[src/rtl/disp_timing_pkg.sv]
// disp_timing_pkg: shared 640x480 raster timing constants, count width and RGB colors
// Used by display_timing and by the downstream block controller.
package disp_timing_pkg;
    localparam int CNT_W = 10;
    typedef logic [CNT_W-1:0] cnt_t;
    localparam int DISP_CLK_DIV     = 4;
    localparam int DISP_H_TOTAL     = 800;
    localparam int DISP_H_SYNC      = 96;
    localparam int DISP_H_ACT_START = 144;
    localparam int DISP_H_ACT_END   = 784;
    localparam int DISP_V_TOTAL     = 525;
    localparam int DISP_V_SYNC      = 2;
    localparam int DISP_V_ACT_START = 35;
    localparam int DISP_V_ACT_END   = 515;
    localparam logic [11:0] RGB_BLACK = 12'h000;
    localparam logic [11:0] RGB_WHITE = 12'hfff;
    localparam logic [11:0] RGB_RED   = 12'hf00;
    localparam logic [11:0] RGB_GREEN = 12'h0f0;
    localparam logic [11:0] RGB_BLUE  = 12'h00f;
    // Inclusive start, exclusive end.
    function automatic logic in_range(cnt_t x, cnt_t lo, cnt_t hi);
        return x >= lo && x < hi;
    endfunction
endpackage

[src/rtl/clk_en_div.sv]
// clk_en_div: prescaler producing a one-cycle enable every DIV clocks
// Ports: clk system clock; rst_n async active-low reset; en strobe, high when
// the internal count reaches DIV-1 (constantly high when DIV = 1).
module clk_en_div #(
    parameter int DIV = 4
) (
    input  logic clk,
    input  logic rst_n,
    output logic en
);
    localparam int W = DIV > 1 ? $clog2(DIV) : 1;
    logic [W-1:0] cnt;
    assign en = cnt == W'(DIV - 1);
    always_ff @(posedge clk or negedge rst_n)
        if (!rst_n) cnt <= '0;
        else cnt <= en ? '0 : cnt + W'(1);
endmodule

[src/rtl/display_timing.sv]
// display_timing: VGA raster timing generator (pixel strobe, h/v counters, syncs, bright)
// Ports: clk system clock; rst async active-low reset; pix_en pixel strobe;
// hCount/vCount raster position; hSync/vSync active-low syncs; bright active video;
// frame_tick/frame_cnt frame pulse and counter, built only when DISP_FRAME_TICK_EN
// is defined and otherwise tied to 0.
module display_timing
    import disp_timing_pkg::*;
#(
    parameter int CLK_DIV     = DISP_CLK_DIV,
    parameter int H_TOTAL     = DISP_H_TOTAL,
    parameter int H_SYNC      = DISP_H_SYNC,
    parameter int H_ACT_START = DISP_H_ACT_START,
    parameter int H_ACT_END   = DISP_H_ACT_END,
    parameter int V_TOTAL     = DISP_V_TOTAL,
    parameter int V_SYNC      = DISP_V_SYNC,
    parameter int V_ACT_START = DISP_V_ACT_START,
    parameter int V_ACT_END   = DISP_V_ACT_END
) (
    input  logic             clk,
    input  logic             rst,
    output logic             pix_en,
    output logic [CNT_W-1:0] hCount,
    output logic [CNT_W-1:0] vCount,
    output logic             hSync,
    output logic             vSync,
    output logic             bright,
    output logic             frame_tick,
    output logic [7:0]       frame_cnt
);
    logic h_wrap, v_wrap;
    cnt_t h_nxt, v_nxt;

    clk_en_div #(.DIV(CLK_DIV)) u_div (.clk(clk), .rst_n(rst), .en(pix_en));

    always_comb begin
        h_wrap = hCount == cnt_t'(H_TOTAL - 1);
        v_wrap = vCount == cnt_t'(V_TOTAL - 1);
        h_nxt  = h_wrap ? '0 : hCount + cnt_t'(1);
        v_nxt  = !h_wrap ? vCount : v_wrap ? '0 : vCount + cnt_t'(1);
    end

    // Syncs and bright are decoded from the next position so they change on the
    // same edge as the counters they describe.
    always_ff @(posedge clk or negedge rst)
        if (!rst) begin
            hCount <= '0;
            vCount <= '0;
            hSync  <= 1'b0;
            vSync  <= 1'b0;
            bright <= 1'b0;
        end else if (pix_en) begin
            hCount <= h_nxt;
            vCount <= v_nxt;
            hSync  <= h_nxt >= cnt_t'(H_SYNC);
            vSync  <= v_nxt >= cnt_t'(V_SYNC);
            bright <= in_range(h_nxt, cnt_t'(H_ACT_START), cnt_t'(H_ACT_END)) &&
                      in_range(v_nxt, cnt_t'(V_ACT_START), cnt_t'(V_ACT_END));
        end

`ifdef DISP_FRAME_TICK_EN
    logic frame_wrap;
    assign frame_wrap = pix_en && h_wrap && v_wrap;
    always_ff @(posedge clk or negedge rst)
        if (!rst) begin
            frame_tick <= 1'b0;
            frame_cnt  <= '0;
        end else begin
            frame_tick <= frame_wrap;
            if (frame_wrap) frame_cnt <= frame_cnt + 8'd1;
        end
`else
    assign frame_tick = 1'b0;
    assign frame_cnt  = '0;
`endif
endmodule
[config.mk]
export PLATFORM = sky130hd
export DESIGN_NAME = display_timing
export DESIGN_NICKNAME = d
export VERILOG_FILES = /design/src/rtl/disp_timing_pkg.sv /design/src/rtl/clk_en_div.sv /design/src/rtl/display_timing.sv
export SDC_FILE = /design/constraint.sdc
export NUM_CORES = 1
export LEC_CHECK = 0
export ABC_AREA = 1
export CAP_MARGIN = 0
export CORE_MARGIN = 8
export CORE_UTILIZATION = 40
export CTS_BUF_LIST = sky130_fd_sc_hd__clkbuf_4
export DETAILED_ROUTE_END_ITERATION = 10
export MAX_ROUTING_LAYER = met4
export PLACE_DENSITY = 0.72
export SLEW_MARGIN = 15
export SYNTH_ARGS = -nofsm -noshare
export SYNTH_HDL_FRONTEND = slang
export SYNTH_SLANG_ARGS = --single-unit
[constraint.sdc]
create_clock -name clk -period 2.4 [get_ports clk]
set_input_delay 0.36 -clock clk [delete_from_list [all_inputs] [get_ports clk]]
set_output_delay 0.36 -clock clk [all_outputs]
set_load 0.02 [all_outputs]
==> metrics.md, run 1 <==
| Metric | Value |
|---|---|
| Dpl hpwl | `3200 microns` |
| Crit-path cells | `ha_1, nand2_2, nor2_4, nand3_2, nand3_1, nand2_1, nor2_1, nand2_1, nand2_1, inv_1, nor2_2, nand3_1, nand2_1` |
| Critical path required time | `2.66 ns` |
| Met3 WL post-DR | `254 microns` |
| Outcome | `complete, no violations` |
| Yosys top cell area share | `0.339` |
| Antenna cell count | `0` |
| Final Non-Filler Cells | `340` |
| Slew headroom | `0.634` |
| Highest Signal Layer | `met4` |
| Area of the core | `4410 sq um` |
| TritonCTS clock tree | `built` |
| Most frequent cells in the layout | `nand2_1 (79), inv_1 (28), nor2_1 (28), dfrtp_1 (25), clkdlybuf4s50_1 (25)` |
| Boundary Pins | `35` |
| Pwr Density | `304 nW/um^2` |
| Total GRT Usage | `0.123` |
| CP peak stage delay | `0.47 ns` |
| # hold bufs at CTS | `0` |
| Vias per inst | `4.98` |
| Critical Path End Type | `flop` |
| Clock Skews | `0.0196 ns` |
| DRT met1 WL | `1990 microns` |
| DR WL/cell | `12.5 microns` |
| Reg power frac | `0.652` |
| Avg Cell Area, Syn | `6.97 sq um` |
| Fmax | `0.475 GHz` |
| Most used cell along the critical path | `nand2_1` |
| Share of cells above drive strength 1 | `0.118` |
| Max-Cap Viols | `0` |
| Worst reg2reg path depth | `13` |
| Leakage | `1.03 nW` |
| Syn-to-layout area delta | `15.0%` |
| Clk buf depth | `2` |
| Crit path kind | `flop to flop` |
| Unrepaired setup endpoints after global routing | `false` |
| Clock H-tree levels | `1` |
| Cell taking the most area after synthesis | `dfrtp_1` |
| Largest net degree at the start of global routing | `26` |
| Sw Ratio | `0.245` |
| R2R setup slack | `0.29 ns` |
| Final nets | `296` |
| Clk slew on worst S/H paths | `0.16 ns` |
| Drt pass-1 iters | `4` |
| Leading cell type in the layout, fill and taps excluded | `nand2_1` |
| Die height | `84.0 microns` |
| Placed cells | `336` |
| Clock group share of total power | `0.311` |
| CP arrival | `2.37 ns` |
| Hold Path Class | `input port to asynchronous set/reset pin` |
| Slew Limit Fails | `0` |
| Vias in the first global route | `1624` |
| R2r startpoint | `hCount[0]` |
| DR WL met2 | `1980 microns` |
| Root Driver | `clkbuf_4` |
| Setup Fix Bufs, Post-CTS | `0` |
| Slowest cell on the critical path | `dfrtp_1` |
| Clock sinks | `25` |
| Setup crit start kind | `flop` |
| Final period util | `0.877` |
| Design Power | `646 uW` |
| Worst slew pin tran | `0.548 ns` |
| Final Hold Fails | `0` |
| Clk_lat worst skew | `0.33 ns` |
| Final RePlAce weighted congestion | `0.858` |
| Post-synthesis cell area | `1850 sq um` |
| Die W | `84.0 microns` |
| Row count | `24` |
| Post-Route WL | `4250 microns` |
| Crit path from | `hCount[0]` |
| Die Area | `7050 sq um` |
| First-pass GRT wire length | `7270 microns` |
| Seq/Total Area, Yosys | `0.339` |
| Delay-heaviest family, CP | `simple AND/OR/NAND/NOR gates` |
| Count of buffer and inverter cells on the critical path | `1` |
| Via count | `1693` |
| Fin Setup TNS | `0 ns` |
| Initial Util | `0.419` |
| Inserted Clock Buffers | `3` |
| Synth top area cells | `dfrtp_1 (34%), nand2_1 (16%), nand3_1 (6.0%)` |
| Overflow left after global routing | `0` |
| Final setup fails | `0` |
| Antenna-violating nets left | `0` |
| Final-layout fill cell count | `455` |
| Min Tclk post-route | `2.11 ns` |
| Max IR drop VDD | `0.203 mV` |
| Residual DRC | `0` |
| Initial antenna violation count | `0` |
| P_sw | `159 uW` |
| Synthesis Warnings | `0` |
| Initial DRC Count | `103` |
| Synth cell types | `31` |
| Worst Path Max Fanout | `11` |
| Comb pwr share | `0.037` |
| Cells after Synth | `265` |
| Port-buffer cells | `25` |
| CTS resizes | `0` |
| Synthesized flop and latch total | `25` |
| Internal | `488 uW` |
| RR Endpoint | `bright` |
| Hold_ws | `0.366 ns` |
## layout make-up
| class | instances | area [sq um] | share of cell area |
|---|---|---|---|
| flip-flops and latches | 25 | 626 | 0.294 |
| well taps | 52 | 65.1 | 0.0306 |
| inverters | 30 | 113 | 0.0530 |
| repair buffers | 27 | 265 | 0.125 |
| multi-input cells | 202 | 1030 | 0.483 |
| clock buffers | 3 | 22.5 | 0.0106 |
| clock inverters | 1 | 7.51 | 0.00353 |
## power by group through the flow
stage | clock network, mW | logic (mW) | registers [mW]
detailed placement | 0 | 0.0240 | 0.429
CTS | 0.215 | 0.0239 | 0.421
global placement | 0 | 0.0239 | 0.429
floorplan | 0 | 0.0234 | 0.429
global route | 0.225 | 0.0273 | 0.422
finish | 0.201 | 0.0237 | 0.421
## Yosys cell counts, drive strengths merged
library cell   n
xnor2          1
o22a           1
clkbuf         5
nand2         91
inv           30
a31o           1
nand3         26
dfrtp         25
conb           1
o21bai         2
nor3           3
nand4          7
ha             5
o22ai          1
o21ai         19
nor2          34
xor2           2
buf           11
## state kept, by name (all words and copies together), names as in the netlist
name / count
vSync: 1
bright: 1
vCount: 10
hSync: 1
u_div.cnt: 2
hCount: 10
## worst max path at each step
| stage | end | slack [ns] | cells after the start |
|---|---|---|---|
| 5_1_grt | bright | 0.03 | 13 |
| 6_report | bright | 0.29 | 13 |
| 3_5_place_dp | bright | 0.33 | 12 |
| 4_1_cts | bright | 0.28 | 12 |
| 3_3_place_gp | bright | 0.42 | 12 |
| 2_1_floorplan | vSync | 0.50 | 12 |
## kinds of logic (layout without fill, tap and decap cells)
kind of cell,Yosys count,in the layout,share of synthesized area
AO/OA/AOI/OAI,24,24,0.0745
XOR/XNOR,3,3,0.0142
adder cells (fa/ha/maj),5,5,0.0339
buffers and inverters,46,61,0.122
flip-flops,25,25,0.339
other,1,9,0.00203
AND/OR/NAND/NOR,161,161,0.415
## stage by stage
step	util	setup WS, ns	instance area [sq um]
finish	0.482	0.295	2130
global route	0.482	0.0302	2130
CTS	0.482	0.280	2130
detailed placement	0.475	0.331	2100
global placement	0.475	0.420	2100
floorplan	-	0.499	1880
## metal layers
layer | up-vias | track usage
met5 | - | -
met4 | 0 | 0.0251
met3 | 2 | 0.0293
met2 | 42 | 0.204
met1 | 781 | 0.148
li1 | 868 | -
## worst register-to-register path, cell delays in order, from the launching register on
cell     delay, ns
dfrtp_1       0.47
ha_1          0.24
nand2_2       0.08
nor2_4        0.19
nand3_2       0.28
nand3_1       0.20
nand2_1       0.06
nor2_1        0.13
nand2_1       0.07
nand2_1       0.06
inv_1         0.04
nor2_2        0.07
nand3_1       0.08
nand2_1       0.05
Power figures use the tool's default switching activity.
==> run 2: changes to the inputs <==
--- a/config.mk
+++ b/config.mk
@@ -7,7 +7,7 @@
 export LEC_CHECK = 0
 export ABC_AREA = 1
 export CAP_MARGIN = 0
-export CORE_MARGIN = 8
+export CORE_MARGIN = 4
 export CORE_UTILIZATION = 40
 export CTS_BUF_LIST = sky130_fd_sc_hd__clkbuf_4
 export DETAILED_ROUTE_END_ITERATION = 10
==> metrics.md, run 2 (same netlist as run 1, synthesis figures left out) <==
| Metric | Value |
|---|---|
| Most frequent cells in the layout | `nand2_1 (79), inv_1 (28), nor2_1 (28), dfrtp_1 (25), clkdlybuf4s50_1 (25)` |
| # hold bufs at CTS | `0` |
| Setup Fix Bufs, Post-CTS | `0` |
| Via count | `1693` |
| Row count | `24` |
| Port-buffer cells | `25` |
| Die W | `76.0 microns` |
| Area after DPL | `2100 sq um` |
| Critical path required time | `2.66 ns` |
| Leading cell type in the layout, fill and taps excluded | `nand2_1` |
| Slew Limit Fails | `0` |
| Slew headroom | `0.614` |
| Overflow left after global routing | `0` |
| Clock Skews | `0.00404 ns` |
| Clk_lat worst skew | `0.35 ns` |
| Die height | `76.0 microns` |
| Design Area, Final | `2130 sq um` |
| Drt pass-1 iters | `4` |
| Pwr Density | `308 nW/um^2` |
| Die Area | `5770 sq um` |
| Clock H-tree levels | `1` |
| Crit path kind | `flop to flop` |
| Outcome | `complete, no violations` |
| RR Endpoint | `bright` |
| Max IR drop VDD | `0.267 mV` |
| Initial antenna violation count | `0` |
| DR WL/cell | `12.5 microns` |
| Area of the core | `4410 sq um` |
| Setup crit start kind | `flop` |
| Root Driver | `clkbuf_4` |
| Antenna-violating nets left | `0` |
| Unrepaired setup endpoints after global routing | `false` |
| Vias per inst | `4.98` |
| Inserted Clock Buffers | `3` |
| Clock sinks | `25` |
| Syn-to-layout area delta | `15.0%` |
| Hold Path Class | `input port to asynchronous set/reset pin` |
| CTS resizes | `0` |
| Dpl hpwl | `3170 microns` |
| Worst slew pin tran | `0.578 ns` |
| Pre-CTS WS | `0.360 ns` |
| First-pass GRT wire length | `7490 microns` |
| Residual DRC | `0` |
| Initial Util | `0.419` |
| Final RePlAce weighted congestion | `0.916` |
| Vias in the first global route | `1633` |
| Final WS setup | `0.342 ns` |
| Share of cells above drive strength 1 | `0.118` |
| Final nets | `296` |
| Leakage | `1.03 nW` |
| Min Tclk post-route | `2.06 ns` |
| Regs by FF count | `hCount x10, vCount x10, u_div.cnt x2` |
| R2R setup slack | `0.34 ns` |
| Antenna cell count | `0` |
| Hold_ws | `0.350 ns` |
| Post-Route WL | `4240 microns` |
| Clk buf depth | `2` |
| Worst reg2reg path depth | `12` |
| Max-Cap Viols | `0` |
| Largest net degree at the start of global routing | `26` |
| Fmax | `0.486 GHz` |
| Fin Setup TNS | `0 ns` |
| R2r startpoint | `hCount[0]` |
| TritonCTS clock tree | `built` |
| Final setup fails | `0` |
| Clk slew on worst S/H paths | `0.15 ns` |
| Design Power | `655 uW` |
| Worst Path Max Fanout | `11` |
| CP arrival | `2.32 ns` |
| Total GRT Usage | `0.160` |
| Final period util | `0.857` |
| Final Hold Fails | `0` |
| Critical Path End Type | `flop` |
| Final-layout fill cell count | `469` |
| Boundary Pins | `35` |
| Initial DRC Count | `82` |
-- run 2: per-stage QoR --
step | cells | util
finish | 340 | 0.482
floorplan | 273 | -
detailed placement | 336 | 0.475
global placement | 336 | 0.475
CTS | 340 | 0.482
global route | 340 | 0.482
-- run 2: worst max-delay path, cell delays in order (launching register included) --
cell	delay (ns)
dfrtp_1	0.48
ha_1	0.24
nand2_2	0.08
nor2_4	0.18
nand3_2	0.28
nand3_1	0.20
nand2_1	0.06
nor2_1	0.12
nor2_1	0.06
nor2_1	0.11
nor2_2	0.05
nand3_1	0.07
nand2_1	0.05
-- run 2: how the worst max path moves through the flow --
| stage | from | endpoint | slack [ns] | cells past startpoint |
|---|---|---|---|---|
| floorplan | hCount[0] | vSync | 0.50 | 12 |
| global placement | hCount[0] | bright | 0.43 | 12 |
| detailed placement | hCount[0] | bright | 0.36 | 12 |
| CTS | hCount[0] | bright | 0.34 | 12 |
| global route | hCount[1] | bright | 0.13 | 12 |
| finish | hCount[0] | bright | 0.34 | 12 |
-- run 2: cell type report --
type | count | area (sq um) | area share
clock inverters | 1 | 7.51 | 0.00353
repair buffers | 27 | 265 | 0.125
flip-flops and latches | 25 | 626 | 0.294
multi-input cells | 202 | 1030 | 0.483
clock buffers | 3 | 22.5 | 0.0106
well taps | 52 | 65.1 | 0.0306
inverters | 30 | 113 | 0.0530
-- run 2: metal layers --
metal	track usage	share of wire	up-vias	routed length, microns
met4	0.0552	0.018	0	76
li1	-	-	868	-
met1	0.198	0.47	782	2000
met2	0.262	0.47	36	2000
met5	-	0	-	0
met3	0.0272	0.038	7	162
-- run 2: power by group --
part           switching (mW)  internal (mW)  total (mW)
registers                   0          0.421       0.421
logic                  0.0208        0.00249      0.0232
clock network           0.146         0.0643       0.210
total                   0.167          0.488       0.655
